==> config.mk <==
export PLATFORM = sky130hd
export DESIGN_NAME = lsu
export DESIGN_NICKNAME = d
export VERILOG_FILES = /design/src/rtl/riscv_pkg.sv /design/src/rtl/lsu_align.sv /design/src/rtl/lsu.sv
export SDC_FILE = /design/constraint.sdc
export NUM_CORES = 1
export LEC_CHECK = 0
export CORE_AREA = 2 2 119 121
export CTS_CLUSTER_DIAMETER = 100
export DETAILED_ROUTE_END_ITERATION = 10
export DIE_AREA = 0 0 121 123
export PLACE_DENSITY = 0.84
export RECOVER_POWER = 50
export SETUP_SLACK_MARGIN = 0.05
export SYNTH_ARGS = -nofsm -noshare
export SYNTH_HDL_FRONTEND = slang
export SYNTH_SLANG_ARGS = --single-unit
export TNS_END_PERCENT = 100
==> constraint.sdc <==
create_clock -name clk -period 2.8 [get_ports clk]
set_input_delay 0.42 -clock clk [delete_from_list [all_inputs] [get_ports clk]]
set_output_delay 0.42 -clock clk [all_outputs]
set_load 0.05 [all_outputs]
==> src/rtl/riscv_pkg.sv <==
// Shared types for the RISC-V core: bus word, memory op encoding and LSU states.
// Helper functions classify memory ops by direction and alignment.
package riscv_pkg;

    typedef logic [31:0] word_t;

    typedef enum logic [3:0] {
        MEM_NONE, LB, LH, LW, LBU, LHU, SB, SH, SW
    } mem_op_t;

    typedef enum logic [1:0] {
        LSU_IDLE, LSU_REQ, LSU_WAIT
    } lsu_state_t;

    function automatic logic is_store(mem_op_t op);
        return (op == SB) || (op == SH) || (op == SW);
    endfunction

    function automatic logic is_misaligned(mem_op_t op, logic [1:0] off);
        logic bad;
        bad = 1'b0;
        case (op)
            LH, LHU, SH: bad = off[0];
            LW, SW:      bad = (off != 2'b00);
            default:     bad = 1'b0;
        endcase
        return bad;
    endfunction

endpackage

==> src/rtl/lsu_align.sv <==
// Combinational lane steering: store byte enables / replicated data,
// and load lane extraction with sign or zero extension.
module lsu_align
    import riscv_pkg::*;
(
    input  mem_op_t     st_op,
    input  logic [1:0]  st_off,
    input  word_t       st_data,
    output logic [3:0]  be,
    output word_t       lane_data,
    input  mem_op_t     ld_op,
    input  logic [1:0]  ld_off,
    input  word_t       rdata,
    output word_t       ld_data
);

    logic [7:0]  lane_b;
    logic [15:0] lane_h;

    always_comb begin
        be        = 4'b0000;
        lane_data = '0;
        unique case (st_op)
            SB: begin
                be        = 4'b0001 << st_off;
                lane_data = {4{st_data[7:0]}};
            end
            SH: begin
                be        = st_off[1] ? 4'b1100 : 4'b0011;
                lane_data = {2{st_data[15:0]}};
            end
            SW: begin
                be        = 4'b1111;
                lane_data = st_data;
            end
            LB, LBU: be = 4'b0001 << st_off;
            LH, LHU: be = st_off[1] ? 4'b1100 : 4'b0011;
            LW:      be = 4'b1111;
            default: be = 4'b0000;
        endcase
    end

    always_comb begin
        lane_b  = rdata[{ld_off, 3'b000} +: 8];
        lane_h  = ld_off[1] ? rdata[31:16] : rdata[15:0];
        ld_data = rdata;
        unique case (ld_op)
            LB:      ld_data = {{24{lane_b[7]}}, lane_b};
            LBU:     ld_data = {24'h0, lane_b};
            LH:      ld_data = {{16{lane_h[15]}}, lane_h};
            LHU:     ld_data = {16'h0, lane_h};
            default: ld_data = rdata;
        endcase
    end

endmodule

==> src/rtl/lsu.sv <==
// Load/store unit: accepts ALU results, runs the dmem req/gnt/rvalid handshake
// and emits one registered writeback beat per instruction.
module lsu
    import riscv_pkg::*;
#(
    parameter int TIMEOUT_CYCLES = 16
) (
    input  logic        clk,
    input  logic        rst_n,
    input  logic        ex_valid,
    output logic        ex_ready,
    input  mem_op_t     ex_mem_op,
    input  word_t       ex_addr,
    input  word_t       ex_wdata,
    input  logic [4:0]  ex_rd,
    output logic        dmem_req,
    output logic        dmem_we,
    output word_t       dmem_addr,
    output logic [3:0]  dmem_be,
    output word_t       dmem_wdata,
    input  logic        dmem_gnt,
    input  logic        dmem_rvalid,
    input  word_t       dmem_rdata,
    output logic        wb_valid,
    output logic        wb_we,
    output logic [4:0]  wb_rd,
    output word_t       wb_data,
    output logic        misalign,
    output logic        bus_err
);

    localparam int CW = $clog2(TIMEOUT_CYCLES);

    lsu_state_t    state, state_d;
    mem_op_t       op_q;
    logic [1:0]    off_q;
    logic [CW-1:0] cnt;
    logic          accept, bad, mem_acc, timeout;
    logic [3:0]    st_be;
    word_t         st_lanes, ld_ext;

    assign ex_ready = (state == LSU_IDLE);
    assign accept   = ex_valid & ex_ready;
    assign bad      = is_misaligned(ex_mem_op, ex_addr[1:0]);
    assign mem_acc  = accept & (ex_mem_op != MEM_NONE) & ~bad;
    assign timeout  = (cnt == CW'(TIMEOUT_CYCLES - 1));

    lsu_align u_align (
        .st_op     (ex_mem_op),
        .st_off    (ex_addr[1:0]),
        .st_data   (ex_wdata),
        .be        (st_be),
        .lane_data (st_lanes),
        .ld_op     (op_q),
        .ld_off    (off_q),
        .rdata     (dmem_rdata),
        .ld_data   (ld_ext)
    );

    always_ff @(posedge clk or negedge rst_n) begin
        if (!rst_n) state <= LSU_IDLE;
        else        state <= state_d;
    end

    always_comb begin
        state_d = state;
        unique case (state)
            LSU_IDLE: if (mem_acc) state_d = LSU_REQ;
            LSU_REQ: begin
                if (dmem_gnt)
                    state_d = is_store(op_q) ? LSU_IDLE : LSU_WAIT;
            end
            LSU_WAIT: if (dmem_rvalid || timeout) state_d = LSU_IDLE;
            default: state_d = LSU_IDLE;
        endcase
    end

    always_ff @(posedge clk or negedge rst_n) begin
        if (!rst_n) begin
            op_q       <= MEM_NONE;
            off_q      <= 2'b00;
            cnt        <= '0;
            dmem_req   <= 1'b0;
            dmem_we    <= 1'b0;
            dmem_addr  <= '0;
            dmem_be    <= 4'b0000;
            dmem_wdata <= '0;
            wb_valid   <= 1'b0;
            wb_we      <= 1'b0;
            wb_rd      <= 5'd0;
            wb_data    <= '0;
            misalign   <= 1'b0;
            bus_err    <= 1'b0;
        end else begin
            wb_valid <= 1'b0;
            wb_we    <= 1'b0;
            misalign <= 1'b0;
            bus_err  <= 1'b0;
            if (accept) begin
                op_q  <= ex_mem_op;
                off_q <= ex_addr[1:0];
                wb_rd <= ex_rd;
                if (ex_mem_op == MEM_NONE) begin
                    wb_valid <= 1'b1;
                    wb_we    <= (ex_rd != 5'd0);
                    wb_data  <= ex_addr;
                end else if (bad) begin
                    wb_valid <= 1'b1;
                    misalign <= 1'b1;
                    wb_data  <= ex_addr;
                end else begin
                    dmem_req   <= 1'b1;
                    dmem_we    <= is_store(ex_mem_op);
                    dmem_addr  <= {ex_addr[31:2], 2'b00};
                    dmem_be    <= st_be;
                    dmem_wdata <= st_lanes;
                end
            end
            if (state == LSU_REQ && dmem_gnt) begin
                dmem_req <= 1'b0;
                cnt      <= '0;
                if (is_store(op_q)) wb_valid <= 1'b1;
            end
            // rvalid on the final WAIT cycle takes priority over the timeout
            if (state == LSU_WAIT) begin
                if (dmem_rvalid) begin
                    wb_valid <= 1'b1;
                    wb_we    <= (wb_rd != 5'd0);
                    wb_data  <= ld_ext;
                end else if (timeout) begin
                    wb_valid <= 1'b1;
                    bus_err  <= 1'b1;
                end else begin
                    cnt <= cnt + CW'(1);
                end
            end
        end
    end

endmodule

== Yosys cells after proc, flatten, opt, wreduce, memory -nomap -nowiden ==
Index checks and enable logic that the tools add are counted.
Cells by class
  mux-type cells: 41
  shift operators: 2
  reduce and logical (&&, ||, !) cells: 19
  bitwise gates (word level): 5
  $add $sub $neg: 1
  equality and inequality tests: 23
Operators with widths (number)
  $mux 32: 5
  $pmux 32 s4: 1
  $pmux 32 s3: 1
  $eq 4x3->1 const B: 8
  $shiftx 32x6->8: 1
  $mux 1: 21
  $mux 4: 5
  $mux 16: 1
  $eq 4x2->1 const B: 3
  $eq 4x4->1 const B: 3
  $pmux 4 s3: 1
  $reduce_bool 5->1: 2
  $reduce_and 3->1: 3
  $eq 4x1->1 const B: 2
  $mux 2: 4
  $ne 2x1->1 const B: 3
  $pmux 2 s3: 1
  $reduce_or 3->1: 2
  $logic_or 1x1->1: 5
  $add 4x1->4 const B: 1
  $logic_not 4->1: 1
  $ne 2x2->1 const B: 2
  $reduce_bool 2->1: 2
  $reduce_bool 4->1: 1
  other kinds (9): 12
Word-level totals
  register bits: 121
  word-level logic and storage cells: 106
  input port bits: 110
  output and inout bits: 112

== Longest topological paths before layout ==
  word-level depth: 11
  depth in mapped cells: 8
  mapped depth without buffers: 6

== Hierarchy ==
From an unflattened synthesis, not the netlist that was laid out.
Unflattened totals
  cells, all modules: 562
  area, all modules: 6412.4 µm²
Modules (own cells, without submodules)
  lsu: cells an instance 388, times used 1, area an instance 5147.4 µm²
  lsu_align: cells an instance 174, times used 1, area an instance 1265.0 µm²

== Least setup slack after synthesis ==
OpenSTA, ideal clock, no wires.
  path kind: register to register
  start point: reg state[1]
  end point: reg dmem_addr[17]
  period minus slack after synthesis: 2.561 ns
  buffers on the path: 1
  cell stages (with the launch flop): 6
  slack: 0.239 ns
  arrival time: 2.436 ns
  setup time: 0.125 ns
  path through: dfrtp_1 nor2_1 nand2_1 a311oi_2 buf_2 mux2_2
On the way
  cells in the longest elaborated chain, start to end: 3
Ends and longest elaborated chain
  start, declared: line lsu.sv:34  | lsu_state_t state, state_d;
  start signal, assigned: line lsu.sv:62  | else state <= state_d;
  $logic_not 2->1: line lsu.sv:42  | assign ex_ready = (state == LSU_IDLE);
  via ex_ready: line lsu.sv:11  | output logic ex_ready,
  $and 1x1->1: line lsu.sv:43  | assign accept = ex_valid & ex_ready;
  $reduce_and 3->1 (no line)
  end signal, assigned: line lsu.sv:114  | dmem_addr <= {ex_addr[31:2], 2'b00};
  end, declared: line lsu.sv:18  | output word_t dmem_addr,
The timed path passes the listed nets, and every way through them passes these cells.
A chain may end at the register's enable or synchronous reset.

== Worst setup path after layout ==
  start point: reg state[0]
  end point: out ex_ready
On the way
  cells in the longest elaborated chain, start to end: 1
Ends and longest elaborated chain (line)
  $logic_not 2->1: lsu.sv:42
  end, declared: lsu.sv:11
Every way passes these cells.

==> key figures <==
Run status
  – Outcome: finished, violations left
  – Failing checks: hold timing, capacitance limit, slew limit

Logic synthesis
  – Commonest cells in the netlist: 121 x dfrtp_1, 92 x nor2_1, 51 x a21oi_1
  – Top cell type by total area after synthesis: dfrtp_1
  – Post-Syn Area per Cell: 10.16 um2
  – Syn Inst Count: 591
  – Synth Register Bits: 121
  – Most frequent cell after synthesis: dfrtp_1
  – Post-synth ARST share: 100.0%
  – Cell area after synthesis: 0.006007 mm2
  – Yosys synthesis warning count: 0
  – Top FF cell, synth: dfrtp_1
  – Yosys cell types: 57
  – Post-synth top area share: 50.41%
  – Post-synthesis sequential area ratio: 50.41%
  – Number of synthesized flops with an enable pin: 0
  – Top post-synthesis cells by area: dfrtp_1 50%, mux2_2 7.1%, nor2_1 5.7%

Clock network
  – TritonCTS buffer count: 17
  – CTS Sinks: 121
  – PostCTS Resize Cnt: 0
  – TritonCTS clock tree: done
  – Clock transition at path regs: 50 ps
  – # hold bufs at CTS: 0
  – Setup repair bufs after CTS: 0
  – CTS Root Buffer Type: clkbuf_16
  – H-Tree Depth: 4
  – Clk Latency, worst-skew pair: 420 ps
  – Max Root-Sink Buffers: 2

Layout
  – N_diodes: 0
  – Fin nets: 920
  – Number of fill cells in the layout: 1040
  – Synth-to-layout area growth: 49.72%
  – Share of layout cells above drive strength 1: 12.65%

STA
  – Worst hold slack: -8.397 ps
  – TNS Setup: 0 ps
  – Endpoints failing setup: 0
  – Fin crit share: 84.07%
  – Final hold violation count: 15
  – Worst Tran Pin Value: 1526 ps
  – Worst setup margin: 446.0 ps
  – Post-route minimum period: 2354 ps
  – Max Transition Viols Final: 29
  – Setup repair after global routing missed its margin: no
  – Setup Skew: 8.776 ps
  – Max Clk Rate: 424.8 MHz
  – Relative slew margins: -1.708%

Floorplan
  – Die width: 121 um
  – Starting Density: 44.13%
  – Row count: 43
  – Core area: 0.01361 mm2
  – Num ports: 222
  – Die H: 123 um
  – Die Footprint: 0.01488 mm2

Placement
  – Hpwl dp: 14180 um
  – Setup WS pre-CTS: 119.2 ps
  – Port bufs: 219
  – Final Wtd Congestion: 0.9197

Worst setup path
  – Worst setup EP type: output pin
  – WP data arrival: 1930 ps
  – CP Max Fanout: 7
  – Critical Path Source Type: register
  – Max incr delay on CP: 860 ps
  – CP required: 2380 ps
  – Ordered cell list for the critical path: nor2_1 -> clkdlybuf4s50_1
  – Crit Path Class: reg2out
  – Critical-path top delay cell: clkdlybuf4s50_1

Global route
  – Global Route Usage Sum: 25.20%
  – Largest net degree at the start of global routing: 59
  – Initial antenna violation count: 0
  – GRT overflow: 0
  – Vias in the first global route: 5522
  – First-pass GRT wire length: 28610 um

Detailed routing
  – DR DRC count: 0
  – Post-DRT Antenna Nets: 0
  – Starting DRC count in detailed routing: 546
  – Vias/cell: 5.675
  – Wire length per cell: 18.93 um
  – Post-Route WL: 18970 um
  – DRT Pass-1 Iters: 6
  – Vias: 5686

Pwr
  – Leakage: 3.728 nW
  – Max VDD drop: 786.6 uV
  – PwrDens: 1326 mW/mm2
  – Total power: 0.01192 W

Flow run
  – MaxCap Viol Count: 1

Min path
  – HP Class: in2async
## through the flow
stage / instances / util, % / cell area, um2
6_report: 1002 / 66.07 / 8994
5_1_grt: 1002 / 66.07 / 8994
4_1_cts: 1002 / 66.24 / 9016
3_5_place_dp: 970 / 61.98 / 8437
3_3_place_gp: 970 / 61.98 / 8437
2_1_floorplan: 592 / - / 6011
## state kept, by name, indices dropped and copies added, names as in the netlist
| name | flops |
|---|---|
| bus_err | 1 |
| cnt | 4 |
| dmem_addr | 30 |
| dmem_be | 4 |
| dmem_req | 1 |
| dmem_wdata | 32 |
| dmem_we | 1 |
| misalign | 1 |
| off_q | 2 |
| op_q | 4 |
| state | 2 |
| wb_data | 32 |
| wb_rd | 5 |
| wb_valid | 1 |
| wb_we | 1 |
## power breakdown
group / total, W / internal, W / switching (W)
clock: 0.00211 / 0.00135 / 0.000755
combinational: 0.00666 / 0.00233 / 0.00433
sequential: 0.00316 / 0.00258 / 0.000572
total: 0.0119 / 0.00626 / 0.00566
## layer usage
metal / vias up / global-route usage, % / routed length [um]
met5: - / 0 / 0
met4: 0 / 9.084 / 440
met3: 49 / 7.103 / 1734
met2: 331 / 42.94 / 9313
met1: 2721 / 30.61 / 7478
li1: 2585 / - / -
## cell usage in the layout, fill, tap and decap left out, types with 6 or more instances in the layout
master and n:
clkdlybuf4s50_1 182, dfrtp_1 121, nor2_1 92, a21oi_1 50, mux2_2 38, dlygate4sd3_1 36, nand2_1 29, a221oi_1 24
o21ai_0 20, buf_4 18, mux2i_1 17, clkbuf_16 17, a22oi_1 16, nand3_1 15, inv_1 14, a211oi_1 12
nand2b_1 9, nand3b_1 6, clkbuf_8 6
## kinds of logic (layout without fill, tap and decap cells)
group | Yosys count | count (layout) | share of synthesized area (%)
XOR/XNOR | 3 | 3 | 0.4375
buffers and inverters | 58 | 288 | 4.728
adder cells (fa/ha/maj) | 1 | 1 | 0.2083
AND/OR/NAND/NOR | 181 | 181 | 14.16
multiplexers | 60 | 60 | 11.08
AO/OA/AOI/OAI | 166 | 166 | 18.91
other | 1 | 2 | 0.06243
flip-flops | 121 | 121 | 50.41
## worst paths after layout
| check | startpoint | endpoint | slack (ps) | cells past startpoint |
|---|---|---|---|---|
| worst min-delay path | rst_n | dmem_addr[3] | -8 | 1 |
| max in group asynchronous | rst_n | wb_data[12] | 1010 | 2 |
| worst max register to register | op_q[0] | wb_data[16] | 490 | 5 |
| min in group clk | dmem_addr[26] | dmem_addr[26] | 480 | 1 |
| worst max-delay path | state[0] | ex_ready | 450 | 2 |
| worst min register to register | dmem_addr[26] | dmem_addr[26] | 480 | 1 |
## critical path, delay by kind of cell, from the launching register on
family        cells  cell delay, ps
buf+inv           1             860
simple gates      1             210
flops             1             440
## area by class of cell
cell class	count	area, um2	area share [%]
multi-input cells	413	2719	30.23
flip-flops and latches	121	3028	33.67
well taps	180	225.2	2.504
repair buffers	242	2390	26.57
clock inverters	7	63.81	0.7095
inverters	14	52.55	0.5843
clock buffers	25	515.5	5.732
Note: power is estimated with default switching activity, not from simulation.
